`config.mk`:
```
export PLATFORM = sky130hd
export DESIGN_NAME = reg_scoreboard
export DESIGN_NICKNAME = d
export VERILOG_FILES = /design/src/rtl/reg_scoreboard.sv
export SDC_FILE = /design/constraint.sdc
export NUM_CORES = 1
export LEC_CHECK = 0
export ABC_AREA = 1
export BUFFER_PORTS_ARGS = -buffer_cell sky130_fd_sc_hd__buf_2
export CAP_MARGIN = 20
export CORE_UTILIZATION = 45
export CTS_CLUSTER_DIAMETER = 120
export CTS_CLUSTER_SIZE = 20
export DETAILED_ROUTE_END_ITERATION = 10
export PLACE_DENSITY = 0.73
export SLEW_MARGIN = 15
export SYNTH_ARGS = -nofsm -noshare
export SYNTH_HDL_FRONTEND = slang
export SYNTH_SLANG_ARGS = --single-unit
```
`constraint.sdc`:
```
create_clock -name clk -period 3.8 [get_ports clk]
set_input_delay 0.19 -clock clk [delete_from_list [all_inputs] [get_ports clk]]
set_output_delay 0.19 -clock clk [all_outputs]
set_load 0.01 [all_outputs]
```
`src/rtl/reg_scoreboard.sv`:
```
`default_nettype none
// ============================================================================
//  Module      : reg_scoreboard
//  Description : Per-register pending-write tracker for an in-order pipeline.
//                ID increments the destination's pending count on issue, WB
//                decrements it on retire; source operands with a non-zero
//                pending count stall ID.
//  Revision    : 1.0  initial release
// ============================================================================
module reg_scoreboard #(
   parameter int NUM_REGS = 32,
   parameter int CNT_W    = 2
) (
   input  logic                clk,
   input  logic                reset,
   input  logic                flush,
   input  logic                id_valid,
   input  logic [4:0]          id_rs1,
   input  logic                id_en_rs1,
   input  logic [4:0]          id_rs2,
   input  logic                id_en_rs2,
   input  logic [4:0]          id_rd,
   input  logic                id_en_rd,
   input  logic                wb_valid,
   input  logic [4:0]          wb_rd,
   input  logic                wb_en_rd,
   output logic                data_hazard_ID,
   output logic                issue_fire,
   output logic [NUM_REGS-1:0] busy_vec,
   output logic                err_underflow
);

   // A counter at this value cannot accept another in-flight writer.
   localparam logic [CNT_W-1:0] CNT_MAX = '1;

   logic [NUM_REGS-1:0] rs1_hit;
   logic [NUM_REGS-1:0] rs2_hit;
   logic [NUM_REGS-1:0] rd_sat;
   logic [NUM_REGS-1:0] inc_vec;
   logic [NUM_REGS-1:0] dec_vec;
   logic [NUM_REGS-1:0] uf_vec;
   logic                raw;
   logic                sat;
   logic                retire;

   // Hazards look only at registered counts, so an instruction whose rd equals
   // one of its sources never sees its own increment.
   assign raw            = id_valid && ((|rs1_hit) || (|rs2_hit));
   assign sat            = id_valid && id_en_rd && (|rd_sat);
   assign data_hazard_ID = raw || sat;
   assign issue_fire     = id_valid && !data_hazard_ID && !flush;
   assign retire         = wb_valid && wb_en_rd && (wb_rd != 5'd0) && !flush;

   genvar r;
   generate
      for (r = 0; r < NUM_REGS; r++) begin : g_reg
         if (r == 0) begin : g_zero
            // x0 is hardwired zero: never pending, never a hazard.
            assign busy_vec[r] = 1'b0;
            assign rs1_hit[r]  = 1'b0;
            assign rs2_hit[r]  = 1'b0;
            assign rd_sat[r]   = 1'b0;
            assign inc_vec[r]  = 1'b0;
            assign dec_vec[r]  = 1'b0;
            assign uf_vec[r]   = 1'b0;
         end else begin : g_track
            localparam logic [4:0] REG_IDX = 5'(r);
            logic [CNT_W-1:0] cnt;

            assign busy_vec[r] = (cnt != '0);
            assign rs1_hit[r]  = id_en_rs1 && (id_rs1 == REG_IDX) && busy_vec[r];
            assign rs2_hit[r]  = id_en_rs2 && (id_rs2 == REG_IDX) && busy_vec[r];
            assign rd_sat[r]   = (id_rd == REG_IDX) && (cnt == CNT_MAX);
            assign inc_vec[r]  = issue_fire && id_en_rd && (id_rd == REG_IDX);
            assign dec_vec[r]  = retire && (wb_rd == REG_IDX);
            assign uf_vec[r]   = dec_vec[r] && (cnt == '0);

            // Pending-write count: flush clears, simultaneous issue/retire cancel,
            // a retire at zero leaves the count at zero (flagged separately).
            always_ff @(posedge clk or posedge reset) begin
               if (reset) begin
                  cnt <= '0;
               end else if (flush) begin
                  cnt <= '0;
               end else if (inc_vec[r] && !dec_vec[r]) begin
                  cnt <= cnt + 1'b1;
               end else if (dec_vec[r] && !inc_vec[r] && (cnt != '0)) begin
                  cnt <= cnt - 1'b1;
               end
            end
         end
      end
   endgenerate

   // Sticky underflow flag; only reset clears it, flush leaves it alone.
   always_ff @(posedge clk or posedge reset) begin
      if (reset) begin
         err_underflow <= 1'b0;
      end else if (|uf_vec) begin
         err_underflow <= 1'b1;
      end
   end

endmodule
`default_nettype wire

```
# Word-level counts from Yosys, hierarchy flattened
# Cells that the tools add are included.
[totals]
reg_bits = 63
latch_bits = 0
ramBits = 0
rom_bits = 0
in_bits = 29
out_inout_bits = 35
elab_cells = 856
memories = 0
[classes]
add_sub_neg = 62
mul = 0
div_mod_pow = 0
order_cmp = 0
n_eq_ne = 155
shifts = 0
mux = 93
bitwise = 0
reduce_logical = 514
[op_table]
columns = ["op", "n"]
rows = [
  ["1-bit logical AND", 350],
  ["5-bit == test, second input constant", 64],
  ["2-bit 2-to-1 mux", 93],
  ["5-bit by 4-bit == test with 1-bit output, second input constant", 32],
  ["31-bit OR reduction", 4],
  ["3-bit nonzero test", 31],
  ["5-bit by 3-bit == test with 1-bit output, second input constant", 16],
  ["1-bit logical NOT", 64],
  ["2-bit by 1-bit adder with 2-bit output, second input constant", 31],
  ["2-bit == test, second input constant", 31],
  ["2-bit logical NOT", 31],
  ["2-bit nonzero test", 31],
  ["2-bit by 1-bit subtractor with 2-bit output, second input constant", 31],
  ["5-bit by 2-bit == test with 1-bit output, second input constant", 8],
  ["5-bit by 1-bit == test with 1-bit output, second input constant", 4],
  ["5-bit nonzero test", 1],
  ["1-bit logical OR", 2],
]

# Logic depth before layout (Yosys ltp)
[depth]
word_depth = 18
mapped_depth = 20

# Worst setup path before layout
# Ideal clock, no wire load.
[synth_timing]
kind = "reg2reg"
start = "reg g_reg[31].g_track.cnt[0]"
end = "reg g_reg[30].g_track.cnt[1]"
setup_time_ns = 0.117
arrival_time_ns = 2.139
t_required_ns = 3.683
slack_ns = 1.544
stages_incl_launch_ff = 20
path_buffers = 2
cell_sequence = "dfrtp_1 > or2_1 > clkbuf_1 > nand2_1 > nand2_1 > nor2_1 > nand2_1 > inv_1 > nand2_1 > nand2_1 > nand2_1 > nor2_2 > nand3_2 > nor2_4 > buf_2 > nand4_1 > nand2_1 > inv_1 > nand2_1 > nor2_1"
[synth_between]
elab_chain_len = 15
word_cells_on_any_way = 24
classes_between = "eq/ne: 1; mux: 2; reduce/logical: 21"
[synth_rtl]
columns = ["item", "line_no", "source"]
rows = [
  ["start: declaration", "68", "logic [CNT_W-1:0] cnt;"],
  ["start signal: assignment", "86", "cnt <= cnt + 1'b1;"],
  ["start signal: assignment", "88", "cnt <= cnt - 1'b1;"],
  ["2-bit nonzero test (*)", "70", "assign busy_vec[r] = (cnt != '0);"],
  ["via busy_vec[31]", "29", "output logic [NUM_REGS-1:0] busy_vec,"],
  ["1-bit logical AND (on tied branches)", "71, 72", ""],
  ["31-bit OR reduction", "48", "assign raw = id_valid && ((|rs1_hit) || (|rs2_hit));"],
  ["1-bit logical OR (*)", "48", ""],
  ["1-bit logical AND (*)", "48", ""],
  ["1-bit logical OR (*)", "50", "assign data_hazard_ID = raw || sat;"],
  ["1-bit logical NOT (*)", "51", "assign issue_fire = id_valid && !data_hazard_ID && !flush;"],
  ["1-bit logical AND (*) (2 in series)", "51", ""],
  ["1-bit logical AND (*) (2 in series)", "74", "assign inc_vec[r] = issue_fire && id_en_rd && (id_rd == REG_IDX);"],
  ["1-bit logical NOT", "87", "end else if (dec_vec[r] && !inc_vec[r] && (cnt != '0)) begin"],
  ["1-bit logical AND (2 in series)", "87", ""],
  ["3-bit nonzero test (no source line)", "-", ""],
  ["end signal: assignment", "86", ""],
  ["end signal: assignment", "88", ""],
  ["end: declaration", "68", ""],
]
# Mark *: on every way through the listed nets, which the timed path passes. The rest lies on a longest branch.
# A chain may end at the register's enable or synchronous reset.

# Final worst setup path
[layout_timing]
start = "reg g_reg[27].g_track.cnt[0]"
end = "reg g_reg[7].g_track.cnt[0]"
[layout_between]
elab_chain_len = 15
word_cells_on_any_way = 24
classes_between = "eq/ne: 1; mux: 2; reduce/logical: 21"
[layout_rtl]
columns = ["item", "line_no"]
rows = [
  ["start: declaration", "68"],
  ["start signal: assignment", "86"],
  ["start signal: assignment", "88"],
  ["2-bit nonzero test", "70"],
  ["1-bit logical AND (on tied branches)", "71, 72"],
  ["31-bit OR reduction", "48"],
  ["1-bit logical OR", "48"],
  ["1-bit logical AND", "48"],
  ["1-bit logical OR (*)", "50"],
  ["1-bit logical NOT (*)", "51"],
  ["1-bit logical AND (*) (2 in series)", "51"],
  ["1-bit logical AND (*) (2 in series)", "74"],
  ["1-bit logical NOT", "87"],
  ["1-bit logical AND (2 in series)", "87"],
  ["3-bit nonzero test (no source line)", "-"],
  ["end signal: assignment", "86"],
  ["end signal: assignment", "88"],
  ["end: declaration", "68"],
]
# Mark *: on every way between the ends. The rest lies on a longest branch, timed or not.

==> results.toml <==
[floorplan]
die_w_um = 123
fp-row-count = 44
start_util_pct = 45.8
io_pins = 64
core_mm2 = 0.0145
fp.dieH_um = 123
dieArea_mm2 = 0.0152

[job]
maxCapViolCount = 0

[logic_synthesis]
yosysSeqAreaShare_pct = 23.8
synth_nets = 1270
synthTopCellsByArea = "dfrtp_1 (24%), nand2_1 (21%), nor2_1 (14%)"
async_flop_share_pct = 100
synth.ff_latch_count = 63
yosysWarnings = 0
synthCells = 1241
synth_cell_types = 28
yosys.area.top_type = "dfrtp_1"
yosys.cell_count.top_type = "nand2_1"
synth_common_cells = "nand2_1 (364), nor2_1 (251), inv_1 (216), nand4_1 (98), nand3_1 (78)"
synth_ff_type = "dfrtp_1"
netlist_area_mm2 = 0.00664
synth_edf_count = 0
synth.avg_cell_area_um2 = 5.35
yosysTopAreaCellShare_pct = 23.8

[power]
ir_drop_mv = 0.221
leakage_nw = 3.83
swShare_pct = 34.5
power_density_mw_per_mm2 = 317
clkPwrFrac_pct = 40.5
seqPwrFrac_pct = 34.1
p_int_mw = 1.52
p_sw_uw = 800
combPwrFrac_pct = 25.4

[sta]
drv_slew = 0
period_needed_ps = 2910
hold_violations = 0
slew_headroom_pct = 49.3
clock_skew_ps = 8.57
worstMarginPinSlew_ps = 760
max_freq_ghz = 0.344
grt_setup_unrepaired = "false"
finalCritPeriodShare_pct = 76.6
tns_ps = 0
finalSetupViolCount = 0

[global_route]
antenna_found_initial = 0
grt_pass1_wl_um = 34000
overflow = 0
grt_pass1_vias = 6817
grt_max_degree = 73
grt.total_usage_pct = 29.3

[route]
remaining_drc_errors = 0
firstDrtPassIters = 5
vias_per_cell = 5.33
avgRoutedWirePerCell_um = 14.6
wl_um = 21200
ant_nets = 0
drt_iter0_markers = 782
vias = 7758

[outcome]
outcome = "complete, no violations"

[worst_setup_path]
cp.arrival_ps = 3200
worstSetupPathType = "reg -> reg"
crit_path_end_kind = "register"
worstPathMaxFanout = 58
r2r_cells = 15
startpoint_type = "register"
cp-startpoint = "g_reg[27].g_track.cnt[0]"
r2r-start = "g_reg[27].g_track.cnt[0]"
critPathRequiredTime_ps = 4090

[layout]
layout-drive-gt1-share_pct = 7.08
multi_input_area_mm2 = 0.00399
antennaDiodeCount = 0
fillers = 1517
seqCellArea_mm2 = 0.00158
area_growth_pct = 10.3
layout.nets = 1297
final_cells = 1456

[clock_tree]
cts_htree_levels = 3
clockRootBuffer = "clkbuf_16"
clockBufferDepth = 2
numCtsBuffers = 9
ctsResizeCount = 0
clk_pin_slew_ps = 60
cts_tree = "done"
cts_sinks = 63
clk_latency_ps = 350

[placement]
gp_congestion = 1.02
port_buffers = 62
dp_hpwl_um = 16100
dp_cells = 1440

[hold_path]
hp-class = "in -> async"
layer usage:
metal | GRT usage (%) | up-vias | share of wire, %
li1 | - | 3911 | -
met1 | 38.7 | 3441 | 44
met2 | 45.5 | 341 | 44
met3 | 5.81 | 65 | 8.5
met4 | 14.5 | 0 | 3.8
met5 | 0 | - | 0
power by group through the flow:
| stage | Sequential [mW] | Clock, mW | Combinational [mW] |
|---|---|---|---|
| floorplan | 0.788 | 0 | 0.402 |
| global placement | 0.800 | 0 | 0.572 |
| detailed placement | 0.802 | 0 | 0.580 |
| CTS | 0.791 | 0.951 | 0.583 |
| global route | 0.803 | 0.978 | 0.660 |
| finish | 0.791 | 0.939 | 0.590 |
registers in the layout, indices dropped and copies added, names as in the netlist:
signal         cells
g.g_track.cnt     62
err_underflow      1
stage by stage:
stage / instance area (µm²) / utilization (%) / setup WS [ps] / hold slack [ps] / power, mW
5_1_grt: 7320 / 50.5 / 632 / 515 / 2.44
6_report: 7320 / 50.5 / 890 / 428 / 2.32
2_1_floorplan: 6640 / - / 1540 / 486 / 1.19
3_3_place_gp: 6980 / 48.2 / 963 / 266 / 1.37
3_5_place_dp: 6980 / 48.2 / 855 / 270 / 1.38
4_1_cts: 7320 / 50.5 / 965 / 430 / 2.32
worst max-delay path, cell delays in order (launching register included):
cell and delay (ps):
dfrtp_1 410, or2_1 380, nand2_1 140, nand2_1 60, nor2_1 140, nand4_1 110, nand2_1 60, nand2_1 80
nor2_2 170, nand3_2 120, nor2_4 100, buf_4 490, nand3_1 230, nand3_1 170, nand3_1 80, nand2_1 90
what timing repair did:
| action | 4_1_cts | 5_1_grt |
|---|---|---|
| hold buffers | 1 | 0 |
| buffers inserted | 0 | 0 |
| endpoints found under the hold margin | 23 | 0 |
cell usage in the layout (no fill, tap or decap), drive strengths merged:
master / synthesis / layout
o22ai: 11 / 11
o21ai: 44 / 44
inv: 218 / 218
dfrtp: 63 / 63
nand2: 364 / 364
nor2: 253 / 253
nand3: 79 / 79
conb: 1 / 1
dlygate4sd3: 0 / 1
bufinv: 0 / 2
o21bai: 15 / 15
a21oi: 5 / 5
o2111ai: 1 / 1
nor4: 4 / 4
or2: 21 / 21
buf: 28 / 69
nand4: 98 / 98
clkbuf: 26 / 12
o221ai: 1 / 1
clkinv: 0 / 1
nor3: 9 / 9
layout make-up:
cell class	instances	share of cell area [%]
clock inverters	3	0.889
multi-input cells	906	54.5
well taps	184	3.15
flip-flops and latches	63	21.5
clock buffers	12	3.64
inverters	218	11.2
repair buffers	70	5.09
cell families (layout without fill, tap and decap cells):
| group | count (synthesis) | in the layout | share of synthesized area [%] |
|---|---|---|---|
| AOI/OAI and AO/OA | 77 | 77 | 6.69 |
| buffers and inverters | 272 | 303 | 16.1 |
| DFF | 63 | 63 | 23.8 |
| other | 1 | 1 | 0.0565 |
| and+or+nand+nor | 828 | 828 | 53.4 |
worst paths after layout:
path,endpoint,slack (ps)
max,g_reg[7].g_track.cnt[0],890
min,err_underflow,430
max reg2reg,g_reg[7].g_track.cnt[0],890
min reg2reg,g_reg[26].g_track.cnt[1],530
max in group asynchronous,g_reg[17].g_track.cnt[0],2420
min in group clk,g_reg[13].g_track.cnt[1],430
(Power assumes the default switching activity.)
